File: src/rtl/max_reduce_stream_pkg.sv
// Shared max-plus semiring types for the streaming max-reduction engine.
// The MAXRED_ARGIDX_EN macro sizes the optional winner-index field via MR_IDXW.
package semiring_pkg;

    localparam int SR_W    = 16;
    localparam int MR_N    = 16;
    localparam int MR_IDXW = $clog2(MR_N);

    typedef logic [SR_W-1:0] sr_elem_t;

    typedef enum logic {
        MR_IDLE = 1'b0,
        MR_ACC  = 1'b1
    } mr_state_t;

    // Earlier operand wins ties so the lowest index is kept.
    function automatic sr_elem_t sr_max(input sr_elem_t a, input sr_elem_t b);
        sr_elem_t r;
        if (a >= b) begin
            r = a;
        end else begin
            r = b;
        end
        return r;
    endfunction

endpackage

File: src/rtl/max_reduce_stream_if.sv
// Input beat / output result handshake bundle for max_reduce_stream.
// The out_idx signal exists only when MAXRED_ARGIDX_EN is defined.
interface max_reduce_stream_if
    import semiring_pkg::*;
#(
    parameter int W = SR_W
);
    logic                in_valid;
    logic                in_ready;
    logic [W-1:0]        in_data;
    logic                in_last;
    logic                out_valid;
    logic                out_ready;
    logic [W-1:0]        out_data;
`ifdef MAXRED_ARGIDX_EN
    logic [MR_IDXW-1:0]  out_idx;
`endif

    modport slave (
        input  in_valid, in_data, in_last, out_ready,
        output in_ready, out_valid, out_data
`ifdef MAXRED_ARGIDX_EN
        , output out_idx
`endif
    );

    modport master (
        output in_valid, in_data, in_last, out_ready,
        input  in_ready, out_valid, out_data
`ifdef MAXRED_ARGIDX_EN
        , input out_idx
`endif
    );

endinterface

File: src/rtl/max_reduce_stream_max2_sel.sv
// Two-input unsigned compare/select; o_take_b (MAXRED_ARGIDX_EN only) flags a strict win of i_b.
module max2_sel #(
    parameter int W = 16
) (
    input  logic [W-1:0] i_a,
    input  logic [W-1:0] i_b,
    output logic [W-1:0] o_max
`ifdef MAXRED_ARGIDX_EN
    ,
    output logic         o_take_b
`endif
);

    logic w_take_b;

    // Strict compare keeps i_a on ties.
    always_comb begin
        w_take_b = (i_b > i_a);
        if (w_take_b) begin
            o_max = i_b;
        end else begin
            o_max = i_a;
        end
    end

`ifdef MAXRED_ARGIDX_EN
    assign o_take_b = w_take_b;
`endif

endmodule

File: src/rtl/max_reduce_stream.sv
// Streaming max-reduction: folds groups of up to N beats into their maximum, one result per group.
// Define MAXRED_ARGIDX_EN to also track and emit the winning beat index on out_idx.
module max_reduce_stream
    import semiring_pkg::*;
#(
    parameter int W = SR_W,
    parameter int N = MR_N
) (
    input  logic              clk,
    input  logic              rst_n,
    max_reduce_stream_if.slave bus
);

    localparam int              IDXW     = $clog2(N);
    localparam logic [IDXW-1:0] LAST_IDX = IDXW'(N - 1);

    mr_state_t        r_state;
    logic [W-1:0]     r_acc;
    logic [IDXW-1:0]  r_cnt;
    logic             r_out_valid;
    logic [W-1:0]     r_out_data;

    logic             w_in_ready;
    logic             w_accept;
    logic             w_close;
    logic [W-1:0]     w_base;
    logic [W-1:0]     w_win;

`ifdef MAXRED_ARGIDX_EN
    logic [IDXW-1:0]  r_aidx;
    logic [IDXW-1:0]  r_out_idx;
    logic [IDXW-1:0]  w_win_idx;
    logic             w_take_b;
`endif

    // Handshake and close detection; the first beat of a group is compared against itself.
    always_comb begin
        w_in_ready = !(r_out_valid && !bus.out_ready);
        w_accept   = bus.in_valid && w_in_ready;
        w_close    = w_accept && (bus.in_last || (r_cnt == LAST_IDX));
        if (r_state == MR_IDLE) begin
            w_base = bus.in_data;
        end else begin
            w_base = r_acc;
        end
    end

    max2_sel #(.W(W)) u_max2 (
        .i_a      (w_base),
        .i_b      (bus.in_data),
        .o_max    (w_win)
`ifdef MAXRED_ARGIDX_EN
        ,
        .o_take_b (w_take_b)
`endif
    );

`ifdef MAXRED_ARGIDX_EN
    // Winner index: restart at 0 for a new group, move only on a strict win.
    always_comb begin
        if (r_state == MR_IDLE) begin
            w_win_idx = {IDXW{1'b0}};
        end else if (w_take_b) begin
            w_win_idx = r_cnt;
        end else begin
            w_win_idx = r_aidx;
        end
    end
`endif

    // Group FSM, beat counter, accumulator and output result register.
    always_ff @(posedge clk or negedge rst_n) begin
        if (!rst_n) begin
            r_state     <= MR_IDLE;
            r_acc       <= {W{1'b0}};
            r_cnt       <= {IDXW{1'b0}};
            r_out_valid <= 1'b0;
            r_out_data  <= {W{1'b0}};
`ifdef MAXRED_ARGIDX_EN
            r_aidx      <= {IDXW{1'b0}};
            r_out_idx   <= {IDXW{1'b0}};
`endif
        end else begin
            if (w_close) begin
                r_state     <= MR_IDLE;
                r_cnt       <= {IDXW{1'b0}};
                r_out_valid <= 1'b1;
                r_out_data  <= w_win;
`ifdef MAXRED_ARGIDX_EN
                r_out_idx   <= w_win_idx;
`endif
            end else begin
                if (w_accept) begin
                    r_state <= MR_ACC;
                    r_acc   <= w_win;
                    r_cnt   <= r_cnt + IDXW'(1);
`ifdef MAXRED_ARGIDX_EN
                    r_aidx  <= w_win_idx;
`endif
                end
                // A taken result is dropped unless a new close beat replaces it above.
                if (bus.out_ready) begin
                    r_out_valid <= 1'b0;
                end
            end
        end
    end

    assign bus.in_ready  = w_in_ready;
    assign bus.out_valid = r_out_valid;
    assign bus.out_data  = r_out_data;
`ifdef MAXRED_ARGIDX_EN
    assign bus.out_idx   = r_out_idx;
`endif

endmodule
File: src/flat_wrapper.sv
// flat-port wrapper written by rule: the top's interface ports become plain ports
module max_reduce_stream_flat import semiring_pkg::*;
#(
    parameter int W = SR_W,
    parameter int N = MR_N
)
  (clk, rst_n, bus_in_valid, bus_in_data, bus_in_last, bus_out_ready, bus_in_ready, bus_out_valid, bus_out_data);
  max_reduce_stream_if #(.W(W)) bus_i ();
  input  logic clk;
  input  logic rst_n;
  input wire logic [$bits(bus_i.in_valid)-1:0] bus_in_valid;
  input wire logic [$bits(bus_i.in_data)-1:0] bus_in_data;
  input wire logic [$bits(bus_i.in_last)-1:0] bus_in_last;
  input wire logic [$bits(bus_i.out_ready)-1:0] bus_out_ready;
  output wire logic [$bits(bus_i.in_ready)-1:0] bus_in_ready;
  output wire logic [$bits(bus_i.out_valid)-1:0] bus_out_valid;
  output wire logic [$bits(bus_i.out_data)-1:0] bus_out_data;
  assign bus_i.in_valid = bus_in_valid;
  assign bus_i.in_data = bus_in_data;
  assign bus_i.in_last = bus_in_last;
  assign bus_i.out_ready = bus_out_ready;
  assign bus_in_ready = bus_i.in_ready;
  assign bus_out_valid = bus_i.out_valid;
  assign bus_out_data = bus_i.out_data;
  max_reduce_stream #(.W(W), .N(N)) u_core (.clk(clk), .rst_n(rst_n), .bus(bus_i));
endmodule
File: config.mk
export PLATFORM = sky130hd
export DESIGN_NAME = max_reduce_stream_flat
export DESIGN_NICKNAME = d
export VERILOG_FILES = /design/src/rtl/max_reduce_stream_pkg.sv /design/src/rtl/max_reduce_stream_if.sv /design/src/rtl/max_reduce_stream_max2_sel.sv /design/src/rtl/max_reduce_stream.sv /design/src/flat_wrapper.sv
export SDC_FILE = /design/constraint.sdc
export NUM_CORES = 1
export LEC_CHECK = 0
export CAP_MARGIN = 5
export CORE_MARGIN = 5
export CORE_UTILIZATION = 29
export CTS_CLUSTER_DIAMETER = 200
export CTS_CLUSTER_SIZE = 14
export DETAILED_ROUTE_END_ITERATION = 12
export DONT_BUFFER_PORTS = 1
export GPL_TIMING_DRIVEN = 0
export REMOVE_ABC_BUFFERS = 1
export SYNTH_ARGS = -nofsm -noshare
export SYNTH_HDL_FRONTEND = slang
export SYNTH_SLANG_ARGS = --single-unit
File: constraint.sdc
create_clock -name clk -period 3.7 [get_ports clk]
set_clock_uncertainty 0.1 [all_clocks]
set_input_delay 0.925 -clock clk [delete_from_list [all_inputs] [get_ports clk]]
set_output_delay 0.925 -clock clk [all_outputs]
set_load 0.01 [all_outputs]
# Word level (Yosys, flattened, before mapping)
# Cells that the tools add are included.
dict set report word_totals {
  elab_cells 26
  regBits 38
  out_inout_bits 18
}
dict set report classes {
  mux 8
  addsub 1
  n_bitwise 1
  order_cmp 1
  eq_ne 1
  n_reduce_logical 9
}
# cell count
set op_table {}
lappend op_table {{2-to-1 mux 16 bit} 2}
lappend op_table {{greater-than comparator 16 bit} 1}
lappend op_table {{2-to-1 mux 4 bit} 2}
lappend op_table {{adder 4 x 1 -> 4 bit (second input constant)} 1}
lappend op_table {{== test 4 bit (second input constant)} 1}
lappend op_table {{2-to-1 mux 1 bit} 4}
lappend op_table {{nonzero test 2 bit} 2}
lappend op_table {{logical AND 1 bit} 3}
lappend op_table {{zero test 1 bit} 2}
lappend op_table {{AND reduction 2 bit} 1}
lappend op_table {{logical OR 1 bit} 1}
lappend op_table {{NOT 1 bit} 1}

# Depth between registers and ports, before layout
# Gate-level depths: netlist (run 1).
dict set report logic_depth {
  depth_word 7
  ltp_mapped 12
  depth_no_buf 9
}

# Hierarchy
# From an unflattened synthesis (run 1), not the netlist that was laid out.
dict set report unflattened {
  cells_unflattened 254
  area_unflattened_um2 2745.1
}
# mod cells_each instances area_each_um2
set by_module_without_submodules {}
lappend by_module_without_submodules {max_reduce_stream 114 1 1770.4}
lappend by_module_without_submodules {max2_sel 140 1 974.7}

# Least setup slack after synthesis (run 1)
# No wires, ideal clock.
dict set report synth_timing {
  path_kind {reg2reg}
  from {register u_core.r_state}
  to {register u_core.r_acc[10]}
  n_path_buf 4
  required_ns 3.475
  setup_slack_ns 0.623
  path_stages_with_launch 13
  synth_period_minus_slack_ns 3.077
  setup_time_ns 0.125
  arrival_time_ns 2.852
  path_cell_list {dfrtp_1 > buf_4 > buf_1 > mux2i_1 > ha_1 > nand4_4 > nor4_4 > and4_1 > buf_4 > a21oi_4 > nand2_4 > buf_12 > mux2_4}
}
dict set report synth_between {
  elab_chain_len 3
}
# element line_no
set synth_rtl {}
lappend synth_rtl {{start: declaration} max_reduce_stream.sv:17} ;# mr_state_t r_state;
lappend synth_rtl {{start signal: assignment} max_reduce_stream.sv:74} ;# r_state <= MR_IDLE;
lappend synth_rtl {{start signal: assignment} max_reduce_stream.sv:85} ;# r_state <= MR_IDLE;
lappend synth_rtl {{start signal: assignment} max_reduce_stream.sv:94} ;# r_state <= MR_ACC;
lappend synth_rtl {{2-to-1 mux 16 bit *} max_reduce_stream.sv:41} ;# if (r_state == MR_IDLE) begin
lappend synth_rtl {{greater-than comparator 16 bit} max_reduce_stream_max2_sel.sv:18} ;# w_take_b = (i_b > i_a);
lappend synth_rtl {{2-to-1 mux 16 bit *} max_reduce_stream_max2_sel.sv:19} ;# if (w_take_b) begin
lappend synth_rtl {{end signal: assignment} max_reduce_stream.sv:75} ;# r_acc <= {W{1'b0}};
lappend synth_rtl {{end signal: assignment} max_reduce_stream.sv:95} ;# r_acc <= w_win;
lappend synth_rtl {{end: declaration} max_reduce_stream.sv:18} ;# logic [W-1:0] r_acc;
# Mark *: on every way between the ends. The rest lies on a longest branch, timed or not.
# A chain may end at the register's enable or synchronous reset.

# Worst setup path in the final report (run 1)
dict set report layout_timing {
  from {register u_core.r_state}
  to {register u_core.r_out_data[0], in the netlist u_core.bus.out_data[0]}
}
dict set report layout_between {
  elab_chain_len 3
}
# element line_no
set layout_rtl {}
lappend layout_rtl {{2-to-1 mux 16 bit *} max_reduce_stream.sv:41}
lappend layout_rtl {{greater-than comparator 16 bit} max_reduce_stream_max2_sel.sv:18}
lappend layout_rtl {{2-to-1 mux 16 bit *} max_reduce_stream_max2_sel.sv:19}
lappend layout_rtl {{end signal: assignment} max_reduce_stream.sv:78} ;# r_out_data <= {W{1'b0}};
lappend layout_rtl {{end signal: assignment} max_reduce_stream.sv:88} ;# r_out_data <= w_win;
lappend layout_rtl {{end: declaration} max_reduce_stream.sv:21} ;# logic [W-1:0] r_out_data;
# Marks and branches as above.

==> impl_metrics.tcl, run 1 <==
set metrics [dict create \
    synth.distinct_cells 37 \
    startpoint "u_core.r_state$_DFFE_PN0P_" \
    placedCellCount 328 \
    drc 0 \
    placed_area_um2 2475 \
    dp_slack_ns -0.5328 \
    io_pins 39 \
    synth_cells 237 \
    status "finished clean" \
    cts.clk_slew.worst_paths_ns 0.08 \
    hpwl_um 3834 \
    finalNonFillerCells 339 \
    drtIter0Drc 55 \
    setup_ws_ns 0.2731 \
    post-route-period-util 0.9262 \
    p_leak_nw 1.148 \
    worstPathMaxFanout 20 \
    first_pass_iters 4 \
    diodes 0 \
    grt_max_degree 39 \
    max_freq_mhz 291.8 \
    drive_above_1_share 0.1496 \
    design_area_um2 2610 \
    setup-tns-final_ns 0 \
    vdd_drop_max_v 0.0001711 \
    grt_use_total 0.1212 \
    grt_pass1_vias 1945 \
    die_area_um2 10310 \
    gp_congestion 0.6958 \
    worstSetupEndpointType "flop" \
    core_region_area_um2 8175 \
    cts-root-buf "clkbuf_8" \
    power_density_nw_per_um2 559.5 \
    syn_area_per_cell_um2 10.25 \
    cp-start-kind "flop" \
    cpMaxStageDelayCell "nand4_1" \
    drv_cap 0 \
    cpPeakStageDelay_ns 0.74 \
    numPortBuffers 0 \
    cts.sinks 38 \
    cp_cell_sequence "mux2i_1 > ha_1 > nand4_4 > nor4_4 > nand4_1 > and3_1 > o31ai_1" \
    max-clock-path-buffers 2 \
    top_usage_layer "met2" \
    grt_util_met1 0.1525 \
    worst_pin_slew_ns 1.343 \
    antenna_found_initial 0 \
    via_per_inst 5.375 \
    clock_latency_ns 0.29 \
    tritoncts "yes" \
    met2_usage 0.2017 \
    min_path_type "in -> async" \
    dieWidth_um 101.5 \
    wl_per_cell_um 17.70 \
    setup_viol 0 \
    numCtsBuffers 5 \
    area_growth_pct 7.415 \
    via_count 1822 \
    grt-ovfl-total 0 \
    netlist_area_um2 2430 \
    r2r-start "u_core.r_state$_DFFE_PN0P_" \
    ys_ff_latch 38 \
    final.min_clock_period_ns 3.427 \
    slew_headroom 0.1011 \
    required_ns 3.80 \
    hold_viol 0 \
    whs_ns 0.2201 \
    arrival_ns 3.53 \
    nets 271 \
    critical_path_class "reg -> reg" \
    num_rows 33 \
    grt_first_pass_wirelength_um 9970 \
    drv_slew 0 \
    h-tree-depth 2 \
    die_y_um 101.5 \
    initial_utilization 0.2972 \
    met3_usage 0.04545 \
    yosysWarnings 0 \
    synth_seq_area_share 0.3913 \
    ant_nets 0 \
    routed_wl_um 5999 \
]
per-stage QoR:
stage	total power, mW	util
after detailed placement	1.098	0.3027
after global placement	1.081	0.3027
after global routing	1.567	0.3193
final	1.460	0.3193
after floorplan	0.9958	-
after CTS	1.467	0.3170
cell families after synthesis:
logic type / share of synthesized area
simple gates: 0.2256
flops: 0.3913
compound gates: 0.1015
mux: 0.1555
fa+ha+maj: 0.08754
buf+inv: 0.03862
cell usage after synthesis:
| cell type | number | area (µm²) |
|---|---|---|
| and2_1 | 1 | 6.260 |
| nor4_4 | 1 | 21.27 |
| nand4_1 | 18 | 112.6 |
| and4_1 | 1 | 8.760 |
| nand3_1 | 17 | 85.08 |
| mux2_4 | 10 | 150.1 |
| buf_4 | 3 | 22.52 |
| a21oi_1 | 8 | 40.04 |
| nand2_1 | 14 | 52.55 |
| buf_2 | 5 | 25.02 |
| a21oi_4 | 1 | 16.27 |
| nand4_2 | 1 | 12.51 |
| nand2b_1 | 16 | 100.1 |
| ha_1 | 17 | 212.7 |
| buf_12 | 1 | 20.02 |
| and3_1 | 1 | 6.260 |
| o31ai_1 | 1 | 7.510 |
| mux2i_1 | 16 | 160.2 |
| a31oi_1 | 1 | 6.260 |
| nor3_1 | 4 | 20.02 |
| nand2_2 | 1 | 6.260 |
| a22o_1 | 1 | 8.760 |
| a21o_1 | 1 | 7.510 |
| a21bo_1 | 1 | 10.01 |
| or2_2 | 1 | 6.260 |
| nor2b_1 | 1 | 6.260 |
| a211oi_1 | 1 | 7.510 |
| clkbuf_1 | 4 | 15.01 |
| inv_1 | 2 | 7.510 |
| buf_1 | 1 | 3.750 |
| dfrtp_1 | 38 | 950.9 |
| nor2_1 | 19 | 71.32 |
| o21ai_0 | 6 | 30.03 |
| mux2_2 | 6 | 67.56 |
| nand2_4 | 1 | 11.26 |
| nand4_4 | 1 | 21.27 |
| a22oi_1 | 15 | 112.6 |
critical path, delay by kind of cell, from the launching register on:
| kind | cells | cell delay, ns |
|---|---|---|
| fa+ha+maj | 1 | 0.40 |
| mux | 1 | 0.19 |
| flops | 1 | 0.64 |
| simple gates | 4 | 1.77 |
| compound gates | 1 | 0.23 |
registers in the layout, indices dropped and copies added (netlist names):
| name | count |
|---|---|
| u_core.r_acc | 16 |
| u_core.bus.out_valid | 1 |
| u_core.r_state | 1 |
| u_core.r_cnt | 4 |
| u_core.bus.out_data | 16 |
timing repair:
action                     in CTS  in global routing
hold buffers                    0                  0
resized for setup               1                  2
setup endpoints to repair      32                 31
gates cloned                    1                  0
setup buffers                   0                  2
pin swaps                       1                  2
per-layer routing:
| layer | vias to the layer above | part of all wire |
|---|---|---|
| met5 | - | 0 |
| met3 | 5 | 0.071 |
| met1 | 916 | 0.45 |
| li1 | 865 | - |
| met2 | 36 | 0.48 |
| met4 | 0 | 0.0042 |
layout make-up:
cell class              instances  area, µm²
repair buffers                  2      15.01
fillers                       868       5565
clock inverters                 3      40.04
clock buffers                   5      68.82
multi-input cells             184       1393
flip-flops and latches         38      954.7
inverters                       2      7.507
well taps                     105      131.4
cells in the final DEF, fill, tap and decap left out, types with 6 or more instances in the layout:
cell	instances
dfrtp_1	37
nor2_1	19
nand4_1	19
nand3_1	17
ha_1	17
mux2i_1	16
nand2b_1	16
a22oi_1	15
nand2_1	14
mux2_4	10
a21oi_1	8
o21ai_0	6
mux2_2	6
worst paths after layout:
path                                                      end  slack (ns)  depth (start not counted)
setup / recovery           u_core.bus.out_data[0]$_DFFE_PN0P_        0.27                          7
hold / removal             u_core.bus.out_data[5]$_DFFE_PN0P_        0.22                          0
setup reg to reg           u_core.bus.out_data[0]$_DFFE_PN0P_        0.27                          7
hold reg to reg                   u_core.r_acc[1]$_DFFE_PN0P_        0.41                          1
max in group asynchronous          u_core.r_state$_DFFE_PN0P_        3.19                          0
min in group clk                  u_core.r_acc[1]$_DFFE_PN0P_        0.41                          1
where the power goes:
group	switching [mW]	internal, mW	leakage [nW]
combinational	0.208	0.221	0.628
clock	0.157	0.199	0.0579
sequential	0.133	0.543	0.462
Note: power is estimated with default switching activity, not from simulation.
==> inputs of run 2 (changes only) <==
Settings changed: HOLD_SLACK_MARGIN from default to 0.05.
==> results of run 2 <==
Final layout, timing and power as in run 1 (identical DEF).
==> inputs of run 3 (changes only) <==
Settings changed: CTS_BUF_LIST from default to sky130_fd_sc_hd__clkbuf_4 sky130_fd_sc_hd__clkbuf_8.
==> results of run 3 <==
Final layout, timing and power as in run 1 (identical DEF).
